### src/rtl/uvmt_cv32e40s_obi_latency_tracker.sv
`default_nettype none
// ============================================================================
// Module      : uvmt_cv32e40s_obi_latency_tracker
// Description : Age FIFO of outstanding in-order OBI transactions on one bus;
//               flags response-latency misses and FIFO over/underflow.
// Revision    : 1.0 - initial release
// ============================================================================
module uvmt_cv32e40s_obi_latency_tracker #(
    parameter  int MAX_STALLS      = 8,
    parameter  int MAX_OUTSTANDING = 2,
    localparam int AGE_W           = $clog2(MAX_STALLS + 3),
    localparam int IDX_W           = (MAX_OUTSTANDING > 1) ? $clog2(MAX_OUTSTANDING) : 1,
    localparam int OUT_W           = $clog2(MAX_OUTSTANDING + 1)
) (
    input  logic             clk_i,
    input  logic             rst_ni,
    input  logic             clear_i,
    input  logic             addr_hs_i,
    input  logic             rsp_hs_i,
    output logic [OUT_W-1:0] outstanding_o,
    output logic [AGE_W-1:0] oldest_age_o,
    output logic             must_rsp_o,
    output logic             rsp_late_o,
    output logic [31:0]      late_cnt_o,
    output logic             overflow_o,
    output logic             underflow_o
);

    localparam logic [AGE_W-1:0] AGE_MAX   = '1;
    localparam logic [AGE_W-1:0] AGE_LIMIT = AGE_W'(MAX_STALLS + 1);
    localparam logic [OUT_W-1:0] CNT_FULL  = OUT_W'(MAX_OUTSTANDING);
    localparam logic [IDX_W-1:0] PTR_LAST  = IDX_W'(MAX_OUTSTANDING - 1);

    logic [AGE_W-1:0]           ages [MAX_OUTSTANDING];
    logic [MAX_OUTSTANDING-1:0] live;
    logic [IDX_W-1:0]           rd_ptr;
    logic [IDX_W-1:0]           wr_ptr;
    logic [OUT_W-1:0]           count;
    logic                       rsp_late;
    logic [31:0]                late_cnt;
    logic                       overflow;
    logic                       underflow;

    logic             empty;
    logic             full;
    logic [AGE_W-1:0] head_age;
    logic             must_rsp;
    logic             retire;
    logic             alloc;
    logic             miss_first;

    assign empty      = (count == '0);
    assign full       = (count == CNT_FULL);
    assign head_age   = ages[rd_ptr];
    assign must_rsp   = !empty && (head_age >= AGE_LIMIT);
    assign retire     = rsp_hs_i && !empty;
    // A full FIFO still accepts a new entry when the head leaves in the same cycle.
    assign alloc      = addr_hs_i && (!full || retire);
    // Count a miss only on the first cycle past the limit; the age keeps growing afterwards.
    assign miss_first = must_rsp && !rsp_hs_i && (head_age == AGE_LIMIT);

    always_ff @(posedge clk_i or negedge rst_ni) begin
        if (!rst_ni) begin
            for (int i = 0; i < MAX_OUTSTANDING; i++) begin
                ages[i] <= '0;
            end
            live      <= '0;
            rd_ptr    <= '0;
            wr_ptr    <= '0;
            count     <= '0;
            rsp_late  <= 1'b0;
            late_cnt  <= '0;
            overflow  <= 1'b0;
            underflow <= 1'b0;
        end else if (clear_i) begin
            for (int i = 0; i < MAX_OUTSTANDING; i++) begin
                ages[i] <= '0;
            end
            live      <= '0;
            rd_ptr    <= '0;
            wr_ptr    <= '0;
            count     <= '0;
            rsp_late  <= 1'b0;
            late_cnt  <= '0;
            overflow  <= 1'b0;
            underflow <= 1'b0;
        end else begin
            for (int i = 0; i < MAX_OUTSTANDING; i++) begin
                if (alloc && (IDX_W'(i) == wr_ptr)) begin
                    ages[i] <= AGE_W'(1);
                    live[i] <= 1'b1;
                end else if (retire && (IDX_W'(i) == rd_ptr)) begin
                    ages[i] <= '0;
                    live[i] <= 1'b0;
                end else if (live[i] && (ages[i] != AGE_MAX)) begin
                    ages[i] <= ages[i] + AGE_W'(1);
                end
            end

            if (retire) begin
                rd_ptr <= (rd_ptr == PTR_LAST) ? '0 : rd_ptr + IDX_W'(1);
            end
            if (alloc) begin
                wr_ptr <= (wr_ptr == PTR_LAST) ? '0 : wr_ptr + IDX_W'(1);
            end

            case ({alloc, retire})
                2'b10:   count <= count + OUT_W'(1);
                2'b01:   count <= count - OUT_W'(1);
                default: count <= count;
            endcase

            if (miss_first) begin
                rsp_late <= 1'b1;
                if (late_cnt != '1) begin
                    late_cnt <= late_cnt + 32'd1;
                end
            end
            if (addr_hs_i && full && !retire) begin
                overflow <= 1'b1;
            end
            if (rsp_hs_i && empty) begin
                underflow <= 1'b1;
            end
        end
    end

    assign outstanding_o = count;
    assign oldest_age_o  = empty ? '0 : head_age;
    assign must_rsp_o    = must_rsp;
    assign rsp_late_o    = rsp_late;
    assign late_cnt_o    = late_cnt;
    assign overflow_o    = overflow;
    assign underflow_o   = underflow;

endmodule
`default_nettype wire

### config.mk
export PLATFORM = sky130hd
export DESIGN_NAME = uvmt_cv32e40s_obi_latency_tracker
export DESIGN_NICKNAME = d
export VERILOG_FILES = /design/src/rtl/uvmt_cv32e40s_obi_latency_tracker.sv
export SDC_FILE = /design/constraint.sdc
export NUM_CORES = 1
export LEC_CHECK = 0
export CAP_MARGIN = 40
export CORE_ASPECT_RATIO = 1.4
export CORE_MARGIN = 4
export CORE_UTILIZATION = 30
export CTS_CLUSTER_SIZE = 16
export DETAILED_ROUTE_END_ITERATION = 12
export HOLD_SLACK_MARGIN = 0.15
export SYNTH_ARGS = -nofsm -noshare
export SYNTH_HDL_FRONTEND = slang
export SYNTH_SLANG_ARGS = --single-unit
### constraint.sdc
create_clock -name clk_i -period 3.2 [get_ports clk_i]
set_clock_uncertainty 0.1 [all_clocks]
set_input_delay 0.8 -clock clk_i [delete_from_list [all_inputs] [get_ports clk_i]]
set_output_delay 0.8 -clock clk_i [all_outputs]
set_load 0.05 [all_outputs]
=== Word-level counts from Yosys, hierarchy flattened ===
Index checks and enable logic that the tools add are counted.

* Flip-flop bits (word level): 49
* Bits in latches: 0
* RAM bits: 0
* Memory bits (read-only): 0
* Output and inout bits: 42
* Word-level logic and storage cells: 95
* Memories: 0

* $add $sub $neg: 7
* Multipliers: 0
* Divide/modulo/power cells: 0
* $lt $le $gt $ge: 2
* Equal/unequal tests: 7
* Shifts and indexed selects: 0
* Multiplexer cells: 33
* Bitwise operators: 3
* Reductions and logical operators: 32

{| class="wikitable"
|+ Operators by type and width
! operator !! count
|-
| 2-to-1 mux 32 bit || 3
|-
| 2-to-1 mux 4 bit || 10
|-
| adder 32 x 1 -> 32 bit (second input constant) || 1
|-
| != test 32 bit (second input constant) || 1
|-
| 2-to-1 mux 1 bit || 16
|-
| logical AND 1 bit || 14
|-
| nonzero test 2 bit || 6
|-
| nonzero test 3 bit || 3
|-
| adder 4 x 1 -> 4 bit (second input constant) || 2
|-
| 2-to-1 mux 8 bit || 1
|-
| != test 4 bit (second input constant) || 2
|-
| nonzero test 4 bit || 2
|-
| == test 2 bit (second input constant) || 2
|-
| == test 4 bit (second input constant) || 1
|-
| >= comparator 4 bit (second input constant) || 1
|-
| zero test 1 bit || 4
|-
| 2-to-1 mux 2 bit || 2
|-
| case mux 2 bit (2 select lines) || 1
|-
| adder 1 bit (second input constant) || 2
|-
| adder 2 x 1 -> 2 bit (second input constant) || 1
|-
| == test 2 x 1 -> 1 bit (second input constant) || 1
|-
| >= comparator 2 bit (second input constant) || 1
|-
| zero test 2 bit || 1
|-
| NOT 1 bit || 2
|-
| 4 further kinds || 4
|}

=== Depth between registers and ports, before layout ===
Gate-level depths: netlist (run 1).

* Depth after elaboration: 10
* Gate-level depth with buffers: 9
* Depth with buffers taken out: 6

=== Worst setup path before layout (run 1) ===
Ideal clock, no wire load.

* Path kind: register to output
* Start: register count[1], in the netlist outstanding_o[1]
* End: output must_rsp_o
* Data arrival time: 3.075 ns
* Required time: 2.300 ns
* Setup slack: -0.775 ns
* Stages on the path, launching flop included: 5
* Path through: dfrtp_1 -> clkbuf_1 -> nor2_1 -> nor2_1 -> a21boi_0

* Word-level cells in the longest chain between the ends: 3

{| class="wikitable"
|+ Ends and longest elaborated chain
! what !! line !! text
|-
| start, declared || 38 || <nowiki>logic [OUT_W-1:0] count;</nowiki>
|-
| start signal, assigned || 108 || <nowiki>2'b10: count <= count + OUT_W'(1);</nowiki>
|-
| start signal, assigned || 109 || <nowiki>2'b01: count <= count - OUT_W'(1);</nowiki>
|-
| start signal, assigned || 110 || <nowiki>default: count <= count;</nowiki>
|-
| zero test 2 bit || 52 || <nowiki>assign empty = (count == '0);</nowiki>
|-
| zero test 1 bit || 55 || <nowiki>assign must_rsp = !empty && (head_age >= AGE_LIMIT);</nowiki>
|-
| logical AND 1 bit || 55 ||
|-
| end, declared || 22 || <nowiki>output logic must_rsp_o,</nowiki>
|}

Every way passes these cells.

=== Worst setup path after layout (run 1) ===
* Start: register rd_ptr
* End: output must_rsp_o

* Word-level cells in the longest chain between the ends: 6

{| class="wikitable"
|+ Ends and longest elaborated chain
! what !! line !! text
|-
| start, declared || 36 || <nowiki>logic [IDX_W-1:0] rd_ptr;</nowiki>
|-
| start signal, assigned || 101 || <nowiki>rd_ptr <= (rd_ptr == PTR_LAST) ? '0 : rd_ptr + IDX_W'(1);</nowiki>
|-
| NOT 1 -> 2 bit (not written as such) || 54 || <nowiki>assign head_age = ages[rd_ptr];</nowiki>
|-
| 2-to-1 mux 4 bit (not written as such) (3 in series) || 54 ||
|-
| >= comparator 4 bit || 55 ||
|-
| logical AND 1 bit || 55 ||
|}

Every way passes these cells. The select of a mux whose other input is x is not followed.

==> flow_metrics.py, run 1 <==
metrics = {
    "outcome": {
        "outcome": "complete, no violations",
    },
    "synthesis": {
        "synth_top_family_by_area": "simple AND/OR/NAND/NOR gates",
        "syn_avg_cell_area_um2": 8.919,
        "yosysSeqAreaShare_pct": 42.96,
        "synthCells": 320,
        "netlist.area_leader.share_pct": 42.96,
        "synth_ff_type": "dfrtp_1",
        "synth_compound_area_share_pct": 12.71,
        "synthDistinctLibCells": 45,
        "synth-simple-area-share_pct": 32.00,
        "async_flop_share_pct": 100.0,
        "synth_top_cell_by_area": "dfrtp_1",
        "synthesis.area_mm2": 0.002854,
        "synthXorXnorAreaFrac_pct": 2.148,
        "yosys-top-cells-area": "dfrtp_1 (43%), nor2_1 (5.4%), a21oi_1 (4.9%)",
        "synth_edf_count": 0,
        "ys_ff_latch": 49,
        "ys_warn_count": 0,
        "synthMuxAreaShare_pct": 5.699,
        "synth_nets": 328,
        "synthAdderAreaFrac_pct": 1.315,
    },
    "place": {
        "hpwl_mm": 5.275,
        "place_inst": 468,
        "place_congestion": 0.7699,
        "port_buffers": 46,
        "placed_cell_area_mm2": 0.003467,
        "pre_cts_ws_ns": 0.3072,
    },
    "drt": {
        "totalWireLength_mm": 7.515,
        "drcViolationCount": 0,
        "via_count": 2606,
        "antenna_left": 0,
        "wire_per_inst_um": 15.82,
        "drt_iter0_drc": 159,
        "drt-vias-per-instance": 5.486,
        "dr.pass1.iters": 4,
    },
    "floorplanning": {
        "initial_utilization_pct": 31.26,
        "dieArea_mm2": 0.01116,
        "die_w_um": 90.44,
        "coreArea_mm2": 0.009131,
        "dieHeight_um": 123.4,
        "num_rows": 41,
        "num_io_pins": 47,
    },
    "clock_tree": {
        "clock-root-buffer": "clkbuf_16",
        "ctsLongestPathBuffers": 2,
        "postCtsSetupBuffers": 0,
        "cts_tree": "done",
        "clk_pin_slew_ns": 0.06,
        "insertion_delay_ns": 0.29,
        "numCtsBuffers": 5,
        "cts_sinks": 49,
        "htree_levels": 2,
        "ctsResizeCount": 0,
        "cts_hold_buffers": 0,
    },
    "sta": {
        "setup_violations": 0,
        "hold_viol_final": 0,
        "hold_ws_ns": 0.3463,
        "tns_ns": 0,
        "drv_slew": 0,
        "finalCriticalPeriod_ns": 3.111,
        "setup_ws_ns": 0.08881,
        "fmax_mhz": 321.4,
        "fin_crit_sh_pct": 97.22,
        "rsz0062_at_grt": "false",
        "max_slew_margin_pct": 59.86,
        "tightest_slew_ns": 0.5966,
    },
    "pwr": {
        "clock_power_share_pct": 41.6,
        "p_switching_mw": 0.3165,
        "combPwrFrac_pct": 8.4,
        "p_seq_share_pct": 50.0,
        "p_sw_share_pct": 24.47,
        "ir_drop_v": 0.0001736,
        "p_int_mw": 0.9771,
        "powerDensity_mw_per_mm2": 358.4,
        "p_leak_nw": 1.332,
    },
    "layout": {
        "final_cells": 475,
        "layout-drive-gt1-share_pct": 11.41,
        "postLayoutCellArea_mm2": 0.003610,
        "area_growth_syn_to_layout_pct": 26.48,
        "fin_nets": 376,
        "fill_cells": 926,
        "n_antenna_cell": 0,
    },
    "critical_path": {
        "start_kind": "register",
        "required_ns": 2.30,
        "slowest_delay_ns": 0.71,
        "critPathSlowestCell": "clkdlybuf4s50_1",
        "path_depth": 4,
        "worst-setup-path-type": "reg2out",
        "endpoint_kind": "output pin",
        "worst_r2r_path_depth": 7,
        "critPathBufInv": 1,
        "worstPathCellList": "or3b_2 -> nand2_1 -> a21boi_2 -> clkdlybuf4s50_1",
        "cp_top_family": "buffers and inverters",
        "crit_fanout": 10,
        "critical_path_arrival_ns": 2.21,
    },
    "grt": {
        "grt_first_pass_wirelength_mm": 12.39,
        "grt_pass1_vias": 2436,
        "grt_antenna_before_repair": 0,
        "grt.total_usage_pct": 13.54,
        "grt_overflow": 0,
        "grt_max_degree": 56,
    },
    "run": {
        "drv_cap": 0,
    },
    "min_path": {
        "hold_class": "in2async",
    },
}
[cells in the mapped netlist, drive strengths merged (3+ instances only)]
cell type and instances:
dfrtp 49, nor2 41, a21oi 28, nand2 23
nand3 18, or4 17, nand4 16, o31ai 15
clkbuf 13, nor2b 12, mux2 10, nor4 9
or3 8, o21ai 7, nor3 6, xor2 6
buf 5, mux2i 5, inv 4, ha 3
[placed cells by master, fill, tap and decap left out, types with 3 or more instances in the layout]
cell type / instances
a21oi_1: 28
nor2b_1: 12
buf_4: 13
nor2_1: 40
or4_1: 15
or3_1: 6
nor3_1: 6
nor4_1: 9
nand2_1: 23
xor2_1: 6
mux2_2: 10
ha_1: 3
nand3_1: 18
mux2i_1: 5
o21ai_0: 7
clkbuf_16: 5
nand4_1: 15
dfrtp_1: 49
o31ai_1: 15
clkdlybuf4s50_1: 44
inv_1: 4
[state kept, by name (all words and copies together) (netlist names)]
signal	flops
rd_ptr	1
late_cnt_o	32
rsp_late_o	1
live	2
outstanding_o	2
ages	8
wr_ptr	1
underflow_o	1
overflow_o	1
[cell type report]
type	instances	area, um^2	area share [%]
Sequential cell	49	1226	33.97
Clock buffer	7	142.6	3.951
Tap cell	107	133.9	3.709
Inverter	4	15.01	0.4159
Timing Repair Buffer	59	548.0	15.18
Multi-Input combinational cell	249	1544	42.77
[worst paths after layout]
kind | endpoint | startpoint | slack (ns)
setup / recovery | must_rsp_o | rd_ptr | 0.09
hold / removal | late_cnt_o[28] | rst_ni | 0.35
setup reg to reg | late_cnt_o[22] | rd_ptr | 0.52
hold reg to reg | overflow_o | overflow_o | 0.40
max in group asynchronous | outstanding_o[0] | rst_ni | 1.99
min in group clk_i | overflow_o | overflow_o | 0.40
[cell families after synthesis]
logic type / after synthesis
muxes: 15
DFF: 49
adders and majority gates: 3
and+or+nand+nor: 165
xor gates and xnor gates: 7
buffers and inverters: 22
AOI/OAI and AO/OA: 59
[per-layer routing]
metal  vias up  GRT usage, %  part of all wire (%)
met1      1273         16.77                    44
li1       1288             -                     -
met3         6         2.800                   3.5
met4         0         3.736                   1.0
met5         -             0                     0
met2        39         23.98                    51
[power groups by stage]
| stage | Sequential [mW] | Combinational (mW) | Clock, mW |
|---|---|---|---|
| global route | 0.648 | 0.122 | 0.575 |
| CTS | 0.647 | 0.112 | 0.551 |
| global placement | 0.658 | 0.110 | 0 |
| finish | 0.647 | 0.109 | 0.537 |
| detailed placement | 0.658 | 0.111 | 0 |
| floorplan | 0.661 | 0.0638 | 0 |
[per-stage QoR]
step	util, %	power, mW
after floorplan	-	0.7251
after global placement	37.97	0.7678
after detailed placement	37.97	0.7697
after CTS	39.53	1.310
after global routing	39.53	1.345
final	39.53	1.294
[worst reg2reg max path, cell delays in order, from the launching register on]
cell and delay [ns]:
dfrtp_1 0.55, or3b_2 0.51, a211oi_2 0.24, nand2_1 0.08, buf_4 0.25, buf_4 0.21
or4_1 0.50, a21oi_1 0.15
(Power assumes the default switching activity.)
==> run 2: changes to the inputs <==
CTS_CLUSTER_SIZE = 20   (was 16)
==> results of run 2 <==
The final DEF is identical to that of run 1; final timing and power are the same.
